<file path="config.mk">
export PLATFORM = sky130hd
export DESIGN_NAME = display_scan_ctrl
export DESIGN_NICKNAME = d
export VERILOG_FILES = /design/src/rtl/display_pkg.sv /design/src/rtl/gray_decoder.sv /design/src/rtl/gray_input_filter.sv /design/src/rtl/display_scan_ctrl.sv
export SDC_FILE = /design/constraint.sdc
export NUM_CORES = 1
export LEC_CHECK = 0
export BUFFER_PORTS_ARGS = -buffer_cell sky130_fd_sc_hd__buf_2
export CORE_ASPECT_RATIO = 1.1
export CORE_MARGIN = 4
export CORE_UTILIZATION = 60
export CTS_CLUSTER_SIZE = 10
export DETAILED_ROUTE_END_ITERATION = 16
export PLACE_DENSITY = 0.78
export SLEW_MARGIN = 10
export SYNTH_ARGS = -nofsm -noshare
export SYNTH_HDL_FRONTEND = slang
export SYNTH_SLANG_ARGS = --single-unit
</file>
<file path="constraint.sdc">
create_clock -name clk -period 2.5 [get_ports clk]
set_clock_uncertainty 0.05 [all_clocks]
set_input_delay 0.5 -clock clk [delete_from_list [all_inputs] [get_ports clk]]
set_output_delay 0.5 -clock clk [all_outputs]
set_load 0.02 [all_outputs]
</file>
<file path="src/rtl/display_pkg.sv">
// rtl/display_pkg.sv - shared types, constants and segment map for the display scan path
package display_pkg;

    typedef enum logic [1:0] {
        GAP_A,
        U_ON,
        GAP_B,
        T_ON
    } scan_state_t;

    localparam logic [6:0] SEG_BLANK = 7'h7F;
    localparam logic [1:0] AN_OFF    = 2'b11;
    localparam logic [1:0] AN_UNITS  = 2'b10;
    localparam logic [1:0] AN_TENS   = 2'b01;

    // Active-low {g,f,e,d,c,b,a}; anything outside 0-9 shows blank.
    function automatic logic [6:0] seg_of(input logic [3:0] digit);
        logic [6:0] seg;
        case (digit)
            4'd0:    seg = 7'h40;
            4'd1:    seg = 7'h79;
            4'd2:    seg = 7'h24;
            4'd3:    seg = 7'h30;
            4'd4:    seg = 7'h19;
            4'd5:    seg = 7'h12;
            4'd6:    seg = 7'h02;
            4'd7:    seg = 7'h78;
            4'd8:    seg = 7'h00;
            4'd9:    seg = 7'h10;
            default: seg = SEG_BLANK;
        endcase
        return seg;
    endfunction

endpackage

</file>
<file path="src/rtl/gray_decoder.sv">
// rtl/gray_decoder.sv - combinational Gray to binary conversion
module gray_decoder #(
    parameter int W = 4
) (
    input  logic [W-1:0] gray,
    output logic [W-1:0] binary
);

    // Each binary bit is the XOR of all Gray bits at or above it.
    for (genvar i = 0; i < W; i++) begin : g_bit
        assign binary[i] = ^gray[W-1:i];
    end

endmodule

</file>
<file path="src/rtl/gray_input_filter.sv">
// rtl/gray_input_filter.sv - two-flop synchronizer plus stability filter for the Gray input
module gray_input_filter #(
    parameter int STABLE_CYCLES = 270000
) (
    input  logic       clk,
    input  logic       rst_n,
    input  logic [3:0] gray_code,
    output logic [3:0] committed,
    output logic       value_valid
);

    localparam int             CW      = $clog2(STABLE_CYCLES);
    localparam logic [CW-1:0]  CNT_MAX = CW'(STABLE_CYCLES - 1);

    logic [3:0]    sync1_q, sync1_d;
    logic [3:0]    sync2_q, sync2_d;
    logic [3:0]    cand_q, cand_d;
    logic [CW-1:0] cnt_q, cnt_d;
    logic [3:0]    committed_q, committed_d;
    logic          valid_q, valid_d;

    always_comb begin
        sync1_d     = gray_code;
        sync2_d     = sync1_q;
        cand_d      = cand_q;
        cnt_d       = cnt_q;
        committed_d = committed_q;
        valid_d     = 1'b0;
        if (sync2_q != cand_q) begin
            cand_d = sync2_q;
            cnt_d  = '0;
        end else if (cnt_q == CNT_MAX) begin
            // Saturated: commit only once per distinct candidate.
            if (cand_q != committed_q) begin
                committed_d = cand_q;
                valid_d     = 1'b1;
            end
        end else begin
            cnt_d = cnt_q + 1'b1;
        end
    end

    always_ff @(posedge clk or negedge rst_n) begin
        if (!rst_n) begin
            sync1_q     <= '0;
            sync2_q     <= '0;
            cand_q      <= '0;
            cnt_q       <= '0;
            committed_q <= '0;
            valid_q     <= 1'b0;
        end else begin
            sync1_q     <= sync1_d;
            sync2_q     <= sync2_d;
            cand_q      <= cand_d;
            cnt_q       <= cnt_d;
            committed_q <= committed_d;
            valid_q     <= valid_d;
        end
    end

    assign committed   = committed_q;
    assign value_valid = valid_q;

endmodule

</file>
<file path="src/rtl/display_scan_ctrl.sv">
// rtl/display_scan_ctrl.sv - filtered Gray input shown as two time-multiplexed 7-segment digits
module display_scan_ctrl
    import display_pkg::*;
#(
    parameter int SCAN_DIV      = 27000,
    parameter int BLANK_CYCLES  = 270,
    parameter int STABLE_CYCLES = 270000
) (
    input  logic       clk,
    input  logic       rst_n,
    input  logic [3:0] gray_code,
    output logic [6:0] display_code,
    output logic [1:0] an,
    output logic       y,
    output logic       value_valid
);

    localparam int            MAXC       = (SCAN_DIV > BLANK_CYCLES) ? SCAN_DIV : BLANK_CYCLES;
    localparam int            TW         = $clog2(MAXC + 1);
    localparam logic [TW-1:0] LOAD_SCAN  = TW'(SCAN_DIV);
    localparam logic [TW-1:0] LOAD_BLANK = TW'(BLANK_CYCLES);
    localparam logic [TW-1:0] TMR_LAST   = TW'(1);

    logic [3:0] committed;
    logic       commit_pulse;
    logic [3:0] binary;
    logic       tens;
    logic [3:0] units;

    gray_input_filter #(
        .STABLE_CYCLES(STABLE_CYCLES)
    ) u_filter (
        .clk        (clk),
        .rst_n      (rst_n),
        .gray_code  (gray_code),
        .committed  (committed),
        .value_valid(commit_pulse)
    );

    gray_decoder #(
        .W(4)
    ) u_decoder (
        .gray  (committed),
        .binary(binary)
    );

    assign tens  = (binary >= 4'd10);
    assign units = tens ? (binary - 4'd10) : binary;

    scan_state_t   state_q, state_d;
    logic [TW-1:0] tmr_q, tmr_d;
    logic          snap_t_q, snap_t_d;
    logic [3:0]    snap_u_q, snap_u_d;
    logic [6:0]    disp_q, disp_d;
    logic [1:0]    an_q, an_d;
    logic          y_q, y_d;
    logic          vv_q, vv_d;

    always_comb begin
        state_d  = state_q;
        tmr_d    = tmr_q - 1'b1;
        snap_t_d = snap_t_q;
        snap_u_d = snap_u_q;
        if (tmr_q == TMR_LAST) begin
            case (state_q)
                GAP_A: begin
                    // Snapshot uses the pre-edge committed value, so a
                    // simultaneous commit lands in the next frame.
                    state_d  = U_ON;
                    tmr_d    = LOAD_SCAN;
                    snap_t_d = tens;
                    snap_u_d = units;
                end
                U_ON: begin
                    state_d = GAP_B;
                    tmr_d   = LOAD_BLANK;
                end
                GAP_B: begin
                    state_d = T_ON;
                    tmr_d   = LOAD_SCAN;
                end
                default: begin
                    state_d = GAP_A;
                    tmr_d   = LOAD_BLANK;
                end
            endcase
        end
    end

    always_comb begin
        disp_d = SEG_BLANK;
        an_d   = AN_OFF;
        y_d    = tens;
        vv_d   = commit_pulse;
        case (state_q)
            U_ON: begin
                disp_d = seg_of(snap_u_q);
                an_d   = AN_UNITS;
            end
            T_ON: begin
                if (snap_t_q) begin
                    disp_d = seg_of(4'd1);
                    an_d   = AN_TENS;
                end
            end
            default: ;
        endcase
    end

    always_ff @(posedge clk or negedge rst_n) begin
        if (!rst_n) begin
            state_q  <= GAP_A;
            tmr_q    <= LOAD_BLANK;
            snap_t_q <= 1'b0;
            snap_u_q <= '0;
            disp_q   <= SEG_BLANK;
            an_q     <= AN_OFF;
            y_q      <= 1'b0;
            vv_q     <= 1'b0;
        end else begin
            state_q  <= state_d;
            tmr_q    <= tmr_d;
            snap_t_q <= snap_t_d;
            snap_u_q <= snap_u_d;
            disp_q   <= disp_d;
            an_q     <= an_d;
            y_q      <= y_d;
            vv_q     <= vv_d;
        end
    end

    assign display_code = disp_q;
    assign an           = an_q;
    assign y            = y_q;
    assign value_valid  = vv_q;

endmodule

</file>
==> results of run 1 <==
## logic make-up after synthesis
| kind of cell | count (synthesis) |
|---|---|
| AND/OR/NAND/NOR | 116 |
| flip-flops | 69 |
| AO/OA/AOI/OAI | 53 |
| XOR/XNOR | 29 |
| buffers and inverters | 29 |
| adder cells (fa/ha/maj) | 17 |
| multiplexers | 12 |
## final cells by class
class	instances	area, um2
repair buffers	19	115
clock buffers	13	159
clock inverters	3	43.8
multi-input cells	227	1580
well taps	75	93.8
inverters	14	52.6
flip-flops and latches	69	1740
fillers	436	1670
## worst paths after layout
path	start	endpoint	slack, ps	cells past startpoint
worst min-delay path	rst_n	u_filter.value_valid	120	1
max in group asynchronous	rst_n	tmr_q[8]	1590	2
worst max register to register	tmr_q[1]	state_q[1]	240	6
worst min register to register	u_filter.sync1_q[3]	u_filter.sync2_q[3]	300	0
worst max-delay path	tmr_q[1]	state_q[1]	240	6
min in group clk	gray_code[3]	u_filter.sync1_q[3]	210	1
## worst max-delay path, cell delays in order, from the launching register on
cell,delay [ps]
dfstp_2,370
inv_1,120
ha_1,160
nor4b_1,420
and2_1,320
and2_1,330
mux2_2,380
## power breakdown
group,total [mW],switching (mW),internal [mW]
clock network,0.925,0.408,0.516
logic,0.0473,0.0328,0.0146
registers,1.14,0.00863,1.13
total,2.11,0.450,1.66
## layer usage
| layer | vias up | GRT usage (%) | share of wire, % |
|---|---|---|---|
| met5 | - | 0 | 0 |
| met4 | 0 | 10.9 | 2.4 |
| met3 | 14 | 4.87 | 3.0 |
| met2 | 33 | 32.6 | 49 |
| met1 | 1169 | 25.5 | 46 |
| li1 | 1175 | - | - |
## cell usage in the layout (no fill, tap or decap), types with 2 or more instances in the layout
master    count
and3_1        3
xnor2_1      12
mux2_4        2
nor2b_1       3
nor4_1        4
nor4b_1       2
clkbuf_1      2
nand3_1      11
buf_2        16
xor2_1       16
nor2_1       28
or2_2         3
dfstp_2      13
a21o_1        2
nand4_1       9
nand2_1      19
inv_1        14
and2_1        4
clkbuf_8     11
nor3_1        8
or3_1         4
buf_4         2
mux2_2        6
a21oi_1      20
dfrtp_1      56
and4_1        6
ha_1         17
nand2b_1      4
mux2i_1       4
o21ai_0      18
a21boi_0      2
o31ai_1       3
## sequential cells by signal (all words and copies together) (netlist names)
signal / count
state_q: 2
display_code: 7
u_filter.cnt_q: 19
value_valid: 1
u_filter.value_valid: 1
tmr_q: 15
u_filter.cand_q: 4
snap_t_q: 1
an: 2
u_filter.committed: 4
snap_u_q: 4
u_filter.sync2_q: 4
u_filter.sync1_q: 4
y: 1
## through the flow
step | hold slack (ps) | power, mW | util [%] | std cells | cell area [um2]
final | 120 | 2.11 | 69.4 | 420 | 3790
after detailed placement | 291 | 1.21 | 65.7 | 404 | 3590
after CTS | 129 | 2.13 | 69.4 | 420 | 3790
after global placement | 282 | 1.20 | 65.7 | 404 | 3590
after global routing | 159 | 2.18 | 69.4 | 420 | 3790
after floorplan | 154 | 1.17 | - | 325 | 3440
==> impl_metrics.toml, run 1 <==
[status]
status = "finished clean"

[detailed_routing]
drt_pass1_iterations = 4
wl_per_cell_um = 15.0
viasPerCell = 5.69
ant_nets = 0
first_iter_violations = 118
vias = 2391
wirelength_um = 6320
drc = 0

[global_routing]
antenna_found_initial = 0
grt_pass1_vias = 2377
grt_pass1_wl_um = 10900
overflow = 0
grt_use_total_pct = 20.4
grt_max_degree = 43

[sta]
slew_headroom_pct = 58.7
final-setup-viol-count = 0
fin_setup_tns_ps = 0
rsz0062_at_grt = "false"
fin_crit_ps = 2260
layout_setup_ws_ps = 235
hold_violations = 0
finalMaxSlewViolations = 0
fmax_mhz = 442
worstMarginPinSlew_ps = 620
period_share_pct = 90.6

[worst_setup_path]
arrival_ps = 2440
worst_setup_path_start_kind = "flip-flop"
critPathMaxFanout = 7
critPathKind = "reg2reg"
endpoint_kind = "flip-flop"
worstPathRequired_ps = 2680

[synthesis]
ys_seq_elements = 69
synth_area_um2 = 3440
yosysTopAreaCellShare_pct = 40.7
ys.flop_type = "dfrtp_1"
synthTopCellsByArea = "dfrtp_1 (41%), dfstp_2 (9.9%), ha_1 (6.2%), xor2_1 (4.1%), nor2_1 (3.1%)"
synth_cells = 325
synthDistinctLibCells = 47
synth_edf_count = 0
syn-num-nets = 348
synth_compound_area_share_pct = 9.08
synth-simple-area-share_pct = 18.9
synth_xor_area_share_pct = 7.81
yosys_warnings = 0
syn_area_per_cell_um2 = 10.6
yosysTopAreaCell = "dfrtp_1"
muxShareOfSynthArea_pct = 4.00
yosysSeqAreaShare_pct = 50.6
synth_most_common_cell = "dfrtp_1"
synthAdderAreaFrac_pct = 6.18
async_flop_share_pct = 100
ys_top_cells_by_count = "dfrtp_1 (56), nor2_1 (28), a21oi_1 (20)"
synth_top_family_by_area = "simple AND/OR/NAND/NOR gates"

[clock_network]
ctsHoldBuffers = 0
htreeDepth = 3
clock_sinks = 69
cts.repair.resized = 0
cts_tree = "yes"
cts.clk_slew.worst_paths_ps = 70
clock_latency_ps = 340
numCtsBuffers = 9
cts_setup_buffers = 0
cts_root_buf = "clkbuf_8"
clk_path_buf_depth = 2

[place]
portBuffers = 16
place_ws_ps = 383
hpwl_um = 4310
globalplace.congestion = 0.834

[worst_hold_path]
holdCritPathClass = "in2async"

[flow_run]
maxCapViolations = 0

[cells_and_area]
area_growth_pct = 10.1
insertedDiodeCount = 0
num-nets-final = 363
drive_gt1_share_pct = 18.6

[floorplanning]
core_area_um2 = 5470
die_w_um = 80.2
die-area_um2 = 7020
rows = 28
fp.dieH_um = 87.5
io_pins = 17
initial_core_util_pct = 63.0

[pwr]
power.leakage_nw = 1.63
vdd_drop_max_uv = 307
powerDensity_nw_per_um2 = 556
No activity file was read; power rests on OpenSTA's default activity.
==> run 2: changes to the inputs <==
--- a/config.mk
+++ b/config.mk
@@ -11,7 +11,9 @@
 export CORE_UTILIZATION = 60
 export CTS_CLUSTER_SIZE = 10
 export DETAILED_ROUTE_END_ITERATION = 16
+export HOLD_SLACK_MARGIN = 0.08
 export PLACE_DENSITY = 0.78
+export REMOVE_ABC_BUFFERS = 1
 export SLEW_MARGIN = 10
 export SYNTH_ARGS = -nofsm -noshare
 export SYNTH_HDL_FRONTEND = slang
==> impl_metrics.toml, run 2 (synthesized netlist as in run 1, its figures left out) <==
[cells_and_area]
final_cell_mix = "dfrtp_1 (56), nor2_1 (28), a21oi_1 (20), nand2_1 (19), o21ai_0 (18)"
num-nets-final = 363
multiInputGateArea_um2 = 1580
area_growth_pct = 9.27
largest_register_ffs = 19
top_register = "u_filter.cnt_q"
drive_gt1_share_pct = 18.0
register_area_um2 = 1740
insertedDiodeCount = 0
nFillCells = 415
final_common_cell = "dfrtp_1"

[clock_network]
cts_setup_buffers = 0
clk_path_buf_depth = 2
clock_latency_ps = 340
clock_sinks = 69
cts.repair.resized = 0
cts_root_buf = "clkbuf_8"
htreeDepth = 3
ctsHoldBuffers = 0
numCtsBuffers = 9
cts_tree = "yes"
cts.clk_slew.worst_paths_ps = 70

[floorplanning]
die-area_um2 = 7020
fp.dieH_um = 87.5
initial_core_util_pct = 63.0
core_area_um2 = 5470
io_pins = 17
rows = 28
die_w_um = 80.2

[detailed_routing]
viasPerCell = 5.65
drc = 0
wl_per_cell_um = 14.3
ant_nets = 0
first_iter_violations = 95
drt_pass1_iterations = 4
wirelength_um = 6020
vias = 2371

[global_routing]
grt_use_total_pct = 20.0
grt_pass1_vias = 2449
overflow = 0
grt_max_degree = 44
antenna_found_initial = 0
grt_pass1_wl_um = 10700

[worst_setup_path]
path_cells = "inv_1 > ha_1 > nor4b_1 > and2_1 > and2_1 > mux2_2"
crit_top_cell = "and2_1"
worstPathRequired_ps = 2680
critPathMaxStageDelay_ps = 370
rr_worst_depth = 6
crit_family = "simple AND/OR/NAND/NOR gates"
worst_setup_path_start_kind = "flip-flop"
critPathMaxFanout = 7
path_buf_inv = 1
endpoint_kind = "flip-flop"
crit_slowest_cell = "dfstp_2"
r2r-end = "state_q[1]"
arrival_ps = 2310
r2r_start = "tmr_q[1]"
critPathKind = "reg2reg"
r2r_setup_slack_ps = 370

[sta]
slew_headroom_pct = 58.0
fin_setup_tns_ps = 0
rsz0062_at_grt = "false"
period_share_pct = 85.3
fmax_mhz = 469
finalMaxSlewViolations = 0
fin_crit_ps = 2130
final-setup-viol-count = 0
hold_ws_ps = 132
hold_violations = 0
worstMarginPinSlew_ps = 630
layout_setup_ws_ps = 369

[status]
status = "finished clean"

[place]
globalplace.congestion = 0.899
hpwl_um = 4280
portBuffers = 16
place_ws_ps = 415

[pwr]
total_power_mw = 1.99
power.leakage_nw = 1.61
vdd_drop_max_uv = 441
powerDensity_nw_per_um2 = 528

[flow_run]
maxCapViolations = 0

[worst_hold_path]
holdCritPathClass = "in2async"
-- run 2: cell types whose count changed in the layout (fill, tap and decap cells not counted) --
cell        before  now
clkinv_2         1    0
clkinv_4         1    0
clkinvlp_4       0    1
bufinv_16        1    0
clkbuf_1         2    4
-- run 2: metal layers --
layer | global-route usage, % | vias up | share of wire [%]
li1 | - | 1162 | -
met1 | 22.8 | 1158 | 43
met2 | 34.0 | 39 | 52
met3 | 5.28 | 12 | 3.1
met4 | 10.8 | 0 | 1.9
met5 | 0 | - | 0
-- run 2: worst max-delay path by stage --
stage | from | endpoint | depth (start not counted)
global route | tmr_q[1] | state_q[1] | 6
global placement | tmr_q[1] | state_q[1] | 6
floorplan | u_filter.cand_q[2] | u_filter.committed[0] | 4
finish | tmr_q[1] | state_q[1] | 6
detailed placement | tmr_q[1] | state_q[1] | 6
CTS | tmr_q[1] | state_q[1] | 6
-- run 2: stage by stage --
stage,cell area [um2],cells,utilization [%]
after global placement,3590,404,65.7
after CTS,3760,420,68.8
after detailed placement,3590,404,65.7
after floorplan,3380,310,-
final,3760,420,68.8
after global routing,3760,420,68.8
-- run 2: report_power, final --
part / switching, mW / total, mW / leakage [nW] / internal [mW]
clock network: 0.388 / 0.804 / 0.0840 / 0.416
logic: 0.0331 / 0.0477 / 0.680 / 0.0146
registers: 0.00760 / 1.14 / 0.845 / 1.13
-- run 2: cell type report --
class	count	area share, %
clock inverters	1	0.200
inverters	14	1.40
repair buffers	19	3.06
multi-input cells	227	42.1
flip-flops and latches	69	46.3
well taps	75	2.49
clock buffers	15	4.42
